--- config.mk ---
export PLATFORM = sky130hd
export DESIGN_NAME = bit_serial_multiplier_array_flat
export DESIGN_NICKNAME = d
export VERILOG_FILES = /design/src/rtl/bit_serial_multiplier_array_pkg.sv /design/src/rtl/bit_serial_multiplier_array_if.sv /design/src/rtl/bit_serial_multiplier_array_cell.sv /design/src/rtl/bit_serial_multiplier_array.sv /design/src/flat_wrapper.sv
export SDC_FILE = /design/constraint.sdc
export NUM_CORES = 1
export LEC_CHECK = 0
export CELL_PAD_IN_SITES_DETAIL_PLACEMENT = 1
export CELL_PAD_IN_SITES_GLOBAL_PLACEMENT = 2
export CORE_MARGIN = 3
export CORE_UTILIZATION = 25
export DETAILED_ROUTE_END_ITERATION = 8
export HOLD_SLACK_MARGIN = 0.06
export PLACE_DENSITY = 0.55
export SLEW_MARGIN = 10
export SYNTH_ARGS = -nofsm -noshare
export SYNTH_HDL_FRONTEND = slang
export SYNTH_SLANG_ARGS = --single-unit
--- constraint.sdc ---
create_clock -name clk -period 2.9 [get_ports clk]
set_input_delay 0.29 -clock clk [delete_from_list [all_inputs] [get_ports clk]]
set_output_delay 0.29 -clock clk [all_outputs]
set_load 0.01 [all_outputs]
--- src/rtl/bit_serial_multiplier_array_pkg.sv ---
// Shared types and helpers for the bit-serial multiplier array.
// Optional two's-complement mode: BIT_SERIAL_MULT_SIGNED_EN.
package bit_serial_mult_pkg;

    typedef enum logic [1:0] {
        IDLE  = 2'd0,
        ACCUM = 2'd1,
        DRAIN = 2'd2
    } state_t;

    // Bit-counter width for a W-bit operand frame (counts up to 2W positions).
    function automatic int cnt_width(input int w);
        return $clog2(2 * w);
    endfunction

    // Plain-arithmetic product of two w-bit operands, truncated to 2w bits.
    function automatic logic [63:0] ref_mult(input logic [31:0] x, input logic [31:0] y,
                                             input int w, input bit signed_en);
        logic [63:0] op_mask;
        logic [63:0] p_mask;
        logic [63:0] xe;
        logic [63:0] ye;
        op_mask = (64'd1 << w) - 64'd1;
        p_mask  = (64'd1 << (2 * w)) - 64'd1;
        xe      = {32'd0, x} & op_mask;
        ye      = {32'd0, y} & op_mask;
        if (signed_en) begin
            if (x[w-1]) xe = xe | ~op_mask;
            if (y[w-1]) ye = ye | ~op_mask;
        end
        return (xe * ye) & p_mask;
    endfunction

endpackage

--- src/rtl/bit_serial_multiplier_array_if.sv ---
// Serial operand / serial product bus of the multiplier array.
interface bit_serial_multiplier_array_if;
    logic in_valid;
    logic in_ready;
    logic x;
    logic y;
    logic p_valid;
    logic p_bit;
    logic p_first;
    logic p_last;
    logic busy;
    logic err;

    modport master (
        output in_valid, x, y,
        input  in_ready, p_valid, p_bit, p_first, p_last, busy, err
    );

    modport slave (
        input  in_valid, x, y,
        output in_ready, p_valid, p_bit, p_first, p_last, busy, err
    );
endinterface

--- src/rtl/bit_serial_multiplier_array_cell.sv ---
// One bit position of the serial-serial multiplier.
// The running sum is kept in a right-shifting frame: the sum bit moves down one
// cell per cycle while the carry stays in place, so the carry keeps its weight.
// Per cell and cycle at most 2 partial products + sum-in + carry (<=2) arrive,
// so a 2-bit carry never overflows.
module bsm_cell (
    input  logic clk,
    input  logic rst,
    input  logic i_en,     // one frame step this cycle
    input  logic i_clr,    // frame abort: drop all state
    input  logic i_first,  // first step of a frame: ignore stale state
    input  logic i_load,   // this cell's operand bits arrive this cycle
    input  logic i_x,      // current multiplicand bit
    input  logic i_y,      // current multiplier bit
    input  logic i_sum,    // sum bit from the next-higher cell
    output logic o_sum
);
    logic       r_x;
    logic       r_y;
    logic       r_s;
    logic [1:0] r_c;

    logic       w_xr;
    logic       w_yr;
    logic       w_sin;
    logic [1:0] w_c;
    logic [1:0] w_pp;
    logic [2:0] w_total;

    // Partial products for this position plus sum-in and carry feedback.
    always_comb begin
        w_xr  = r_x & ~i_first;
        w_yr  = r_y & ~i_first;
        w_sin = i_sum & ~i_first;
        w_c   = i_first ? 2'd0 : r_c;
        if (i_load) begin
            w_pp = {1'b0, i_x & i_y};
        end else begin
            w_pp = {1'b0, i_x & w_yr} + {1'b0, i_y & w_xr};
        end
        w_total = {1'b0, w_pp} + {1'b0, w_c} + {2'b00, w_sin};
    end

    // Cell state: stored operand bits, sum bit and carry.
    always_ff @(posedge clk or posedge rst) begin
        if (rst) begin
            r_x <= 1'b0;
            r_y <= 1'b0;
            r_s <= 1'b0;
            r_c <= 2'd0;
        end else if (i_clr) begin
            r_x <= 1'b0;
            r_y <= 1'b0;
            r_s <= 1'b0;
            r_c <= 2'd0;
        end else if (i_en) begin
            r_s <= w_total[0];
            r_c <= w_total[2:1];
            if (i_load) begin
                r_x <= i_x;
                r_y <= i_y;
            end else if (i_first) begin
                r_x <= 1'b0;
                r_y <= 1'b0;
            end
        end
    end

    assign o_sum = r_s;
endmodule

--- src/rtl/bit_serial_multiplier_array.sv ---
// Serial-serial W x W -> 2W multiplier, operands and product LSB-first.
// Frame: W accept cycles (IDLE/ACCUM) then W drain cycles feeding extension bits.
// Optional BIT_SERIAL_MULT_SIGNED_EN: drain replicates the operand MSBs, which makes
// the truncated 2W-bit product the exact two's-complement result.
module bit_serial_multiplier_array
    import bit_serial_mult_pkg::*;
#(
    parameter int W = 8
) (
    input logic                          clk,
    input logic                          reset,
    bit_serial_multiplier_array_if.slave bus
);
    localparam int CNT_W = cnt_width(W);
    localparam logic [CNT_W-1:0] CNT_LAST = CNT_W'(W - 1);

    state_t           r_state;
    logic [CNT_W-1:0] r_cnt;
    logic             r_p_valid;
    logic             r_p_first;
    logic             r_p_last;
    logic             r_err;

    logic             w_first;
    logic             w_abort;
    logic             w_step;
    logic             w_cnt_last;
    logic             w_xs;
    logic             w_ys;
    logic [W-1:0]     w_load;
    logic [W:0]       w_sum;

    // Frame step qualifiers.
    always_comb begin
        w_first    = (r_state == IDLE) && bus.in_valid;
        w_abort    = (r_state == ACCUM) && !bus.in_valid;
        w_step     = w_first || ((r_state == ACCUM) && bus.in_valid) || (r_state == DRAIN);
        w_cnt_last = (r_cnt == CNT_LAST);
    end

`ifdef BIT_SERIAL_MULT_SIGNED_EN
    logic r_x_msb;
    logic r_y_msb;

    // Capture operand MSBs for sign extension during drain.
    always_ff @(posedge clk or posedge reset) begin
        if (reset) begin
            r_x_msb <= 1'b0;
            r_y_msb <= 1'b0;
        end else if ((r_state == ACCUM) && bus.in_valid && w_cnt_last) begin
            r_x_msb <= bus.x;
            r_y_msb <= bus.y;
        end
    end

    assign w_xs = (r_state == DRAIN) ? r_x_msb : bus.x;
    assign w_ys = (r_state == DRAIN) ? r_y_msb : bus.y;
`else
    assign w_xs = (r_state == DRAIN) ? 1'b0 : bus.x;
    assign w_ys = (r_state == DRAIN) ? 1'b0 : bus.y;
`endif

    assign w_sum[W] = 1'b0;

    for (genvar j = 0; j < W; j++) begin : g_cell
        if (j == 0) begin : g_l0
            assign w_load[j] = w_first;
        end else begin : g_ln
            assign w_load[j] = (r_state == ACCUM) && bus.in_valid && (r_cnt == CNT_W'(j));
        end

        bsm_cell u_cell (
            .clk     (clk),
            .rst     (reset),
            .i_en    (w_step),
            .i_clr   (w_abort),
            .i_first (w_first),
            .i_load  (w_load[j]),
            .i_x     (w_xs),
            .i_y     (w_ys),
            .i_sum   (w_sum[j+1]),
            .o_sum   (w_sum[j])
        );
    end

    // Frame FSM with registered output flags.
    always_ff @(posedge clk or posedge reset) begin
        if (reset) begin
            r_state   <= IDLE;
            r_cnt     <= '0;
            r_p_valid <= 1'b0;
            r_p_first <= 1'b0;
            r_p_last  <= 1'b0;
            r_err     <= 1'b0;
        end else begin
            r_p_valid <= w_step;
            r_p_first <= w_first;
            r_p_last  <= (r_state == DRAIN) && w_cnt_last;
            r_err     <= w_abort;
            case (r_state)
                IDLE: begin
                    if (bus.in_valid) begin
                        r_state <= ACCUM;
                        r_cnt   <= CNT_W'(1);
                    end
                end
                ACCUM: begin
                    if (!bus.in_valid) begin
                        r_state <= IDLE;
                        r_cnt   <= '0;
                    end else if (w_cnt_last) begin
                        r_state <= DRAIN;
                        r_cnt   <= '0;
                    end else begin
                        r_cnt <= r_cnt + CNT_W'(1);
                    end
                end
                DRAIN: begin
                    if (w_cnt_last) begin
                        r_state <= IDLE;
                        r_cnt   <= '0;
                    end else begin
                        r_cnt <= r_cnt + CNT_W'(1);
                    end
                end
                default: begin
                    r_state <= IDLE;
                    r_cnt   <= '0;
                end
            endcase
        end
    end

    assign bus.in_ready = ~reset & (r_state != DRAIN);
    assign bus.busy     = (r_state != IDLE);
    assign bus.p_valid  = r_p_valid;
    assign bus.p_bit    = w_sum[0];
    assign bus.p_first  = r_p_first;
    assign bus.p_last   = r_p_last;
    assign bus.err      = r_err;
endmodule

--- src/flat_wrapper.sv ---
// flat-port wrapper written by rule: the top's interface ports become plain ports
module bit_serial_multiplier_array_flat import bit_serial_mult_pkg::*;
#(
    parameter int W = 8
)
  (clk, reset, bus_in_valid, bus_x, bus_y, bus_in_ready, bus_p_valid, bus_p_bit, bus_p_first, bus_p_last, bus_busy, bus_err);
  bit_serial_multiplier_array_if bus_i ();
  input logic clk;
  input logic reset;
  input wire logic [$bits(bus_i.in_valid)-1:0] bus_in_valid;
  input wire logic [$bits(bus_i.x)-1:0] bus_x;
  input wire logic [$bits(bus_i.y)-1:0] bus_y;
  output wire logic [$bits(bus_i.in_ready)-1:0] bus_in_ready;
  output wire logic [$bits(bus_i.p_valid)-1:0] bus_p_valid;
  output wire logic [$bits(bus_i.p_bit)-1:0] bus_p_bit;
  output wire logic [$bits(bus_i.p_first)-1:0] bus_p_first;
  output wire logic [$bits(bus_i.p_last)-1:0] bus_p_last;
  output wire logic [$bits(bus_i.busy)-1:0] bus_busy;
  output wire logic [$bits(bus_i.err)-1:0] bus_err;
  assign bus_i.in_valid = bus_in_valid;
  assign bus_i.x = bus_x;
  assign bus_i.y = bus_y;
  assign bus_in_ready = bus_i.in_ready;
  assign bus_p_valid = bus_i.p_valid;
  assign bus_p_bit = bus_i.p_bit;
  assign bus_p_first = bus_i.p_first;
  assign bus_p_last = bus_i.p_last;
  assign bus_busy = bus_i.busy;
  assign bus_err = bus_i.err;
  bit_serial_multiplier_array #(.W(W)) u_core (.clk(clk), .reset(reset), .bus(bus_i));
endmodule
==> metrics.csv <==
metric,value,unit
outcome,"finished, final reports clean",
cts_resized,0,
finalPower,1569,uW
vias,2226,
clkPwrFrac,0.397,
seq_area_frac_synth,0.4161,
ios,12,
hold_viol,0,
wirelength_met1,4133,um
die_area,0.01338,mm2
crit_path_frequent_cell,fa_1,
leakagePower,0.001600,uW
grt_setup_unrepaired,no,
critical_path.max_stage_delay,0.48,ns
root_buffer,clkbuf_16,
die_w,115.7,um
avgSynthCellArea,10.44,um2
wire_per_inst,18.10,um
nNetsFinal,343,
drtIter0Drc,64,
portBuffers,11,
final_area,0.003528,mm2
maxSlewViolCount,0,
powerDensity,444.8,mW/mm2
cts_buffers,5,
grt_first_pass_wirelength,13900,um
post_cts_buffers,0,
netlist_instances,288,
drt_wl_total,8219,um
instances_no_fill,454,
cts_tree,built,
path_clk_slew,0.08,ns
syn_area,0.003007,mm2
gr-total-overflow,0,
yosys_warnings,0,
drive_gt1_frac,0.1286,
p_switching,451.6,uW
met3WireLength,147,um
route.met2.wl,3825,um
combPwrFrac,0.136,
placed_cells,446,
drc,0,
layout_common_cells,"50 x dfrtp_1, 29 x and2_1, 23 x buf_4",
period_share,0.9257,
finalSetupViolations,0,
synth-seq-cells,50,
peakVddDrop,0.0001860,V
maxCapViolations,0,
min_period,2.684,ns
tightest_slew,0.5890,ns
syn_nets,321,
detailed_place_hpwl,5812,um
routabilityCongestion,0.7294,
crit_type,input port to flop,
finish.utilization,0.3051,
fp.dieH,115.7,um
switching_share,0.2878,
cp_cell_sequence,clkdlybuf4s50_1 -> buf_4 -> or3b_2 -> nor2_1 -> mux2i_1 -> fa_1 -> inv_1 -> fa_1 -> a22o_1,
first_pass_iters,4,
holdBufCountCts,0,
first_global_vias,2455,
p_int,1118,uW
seq_power_share,0.466,
ys_top_cells_by_area,"dfrtp_1 42%, fa_1 10%, and2_1 6.0%, ha_1 5.4%, a22o_1 5.0%",
clock-skew-final,0.007410,ns
placed_cell_area,0.003382,mm2
hp-class,input port to async pin,
yosysUniqueCellTypes,35,
critPathSlowestCell,or3b_2,
synth_top_area_frac,0.4161,
grt_use_total,0.1374,
antenna_found_initial,0,
rows,39,
initial_core_util,0.2600,
grt_start_max_net_pins,26,
core-area,0.01156,mm2
synth_top_area_cell,dfrtp_1,
slew_headroom,0.6069,
antennaDiodeCount,0,
worstSetupStartpointType,input port,
hold_ws,0.3258,ns
clockBufferDepth,2,
cts.sink_count,50,
top_layer,met4,
cp_num_buf_inv,3,
cp.arrival,2.88,ns
max_freq,372.5,MHz
final_common_cell,dfrtp_1,
syn_to_final_growth,17.35,%
critPathCaptureType,flop,
ant_nets,0,
clk_latency,0.30,ns
viasPerCell,4.903,
required,3.10,ns
critPathTopFamily,adder cells,
crit_path_max_fanout,9,
htreeDepth,2,
-- power groups by stage --
stage | combinational (uW) | sequential (uW) | clock (uW)
6_report | 214 | 732 | 624
5_1_grt | 242 | 736 | 670
4_1_cts | 221 | 732 | 648
3_5_place_dp | 221 | 746 | 0
3_3_place_gp | 220 | 746 | 0
2_1_floorplan | 125 | 742 | 0
-- flip-flops by register name, summed over array words and instances, names as in the netlist, 2 cells and up --
signal                      flops
u_core.g_cell.u_cell.o_sum      8
u_core.g_cell.u_cell.r_c       16
u_core.g_cell.u_cell.r_x        8
u_core.g_cell.u_cell.r_y        8
u_core.r_cnt                    4
u_core.r_state                  2
-- cell type report --
cell class / instances / area [um2]
inverter: 14 / 52.55
timing repair buffer: 34 / 282.8
clock inverter: 3 / 21.27
tap: 143 / 178.9
fill: 1300 / 8036
clock buffer: 5 / 125.1
multi-input combinational: 205 / 1617
sequential: 50 / 1251
-- cell usage after synthesis --
cell,instances
dfrtp_1,50
and2_1,29
a21oi_1,18
nand2_1,18
a22o_1,17
o21ai_0,16
fa_1,15
nand4_1,14
ha_1,13
inv_1,13
clkbuf_1,11
o2bb2ai_1,9
mux2i_1,8
nor2b_1,8
nand3_1,7
nor2_1,7
buf_2,6
nand2b_1,3
nand3b_1,3
nand4bb_1,3
buf_4,2
mux2_2,2
o211ai_1,2
o21a_1,2
or3b_2,2
a22oi_1,1
and3_1,1
and3b_1,1
inv_2,1
nor2_4,1
nor3b_4,1
o22ai_1,1
or2_2,1
or3b_1,1
xnor2_1,1
-- through the flow --
stage | worst slack [ns] | setup TNS [ns]
floorplan | 0.3069 | 0
global placement | -0.08877 | -0.3286
detailed placement | -0.1240 | -0.5731
CTS | 0.2047 | 0
global route | 0.05036 | 0
finish | 0.2156 | 0
-- path summary, 6_finish.rpt --
path,start,endpoint,slack [ns],depth (start not counted)
min in group clk,u_core.g_cell[0].u_cell.o_sum,u_core.g_cell[0].u_cell.o_sum,0.49,1
worst min-delay path,reset,u_core.bus.p_last,0.33,2
worst min register to register,u_core.g_cell[0].u_cell.o_sum,u_core.g_cell[0].u_cell.o_sum,0.49,1
max in group asynchronous,reset,u_core.g_cell[6].u_cell.o_sum,1.96,3
worst max register to register,u_core.r_cnt[3],u_core.g_cell[4].u_cell.r_c[0],0.25,7
worst max-delay path,bus_in_valid,u_core.g_cell[4].u_cell.r_c[0],0.22,9
-- layer usage --
layer | vias up | track usage
met5 | - | 0
met4 | 0 | 0.04176
met3 | 8 | 0.02193
met2 | 14 | 0.2203
met1 | 1156 | 0.1917
li1 | 1048 | -
-- worst reg2reg max path: cells and delay by family (launching register included) --
family          cells  cell delay [ns]
buf+inv             1             0.08
fa+ha+maj           2             0.80
simple gates        2             0.78
compound gates      1             0.21
flops               1             0.53
mux                 1             0.15
-- cells by family (layout without fill, tap and decap cells) --
kind of cell	after synthesis	in the layout	synth area share
compound gates	66	66	0.1469
xor+xnor	1	1	0.002914
fa+ha+maj	28	28	0.1540
buf+inv	33	56	0.04619
flops	50	50	0.4161
mux	10	10	0.03412
simple gates	100	100	0.1998
(Power assumes the default switching activity.)
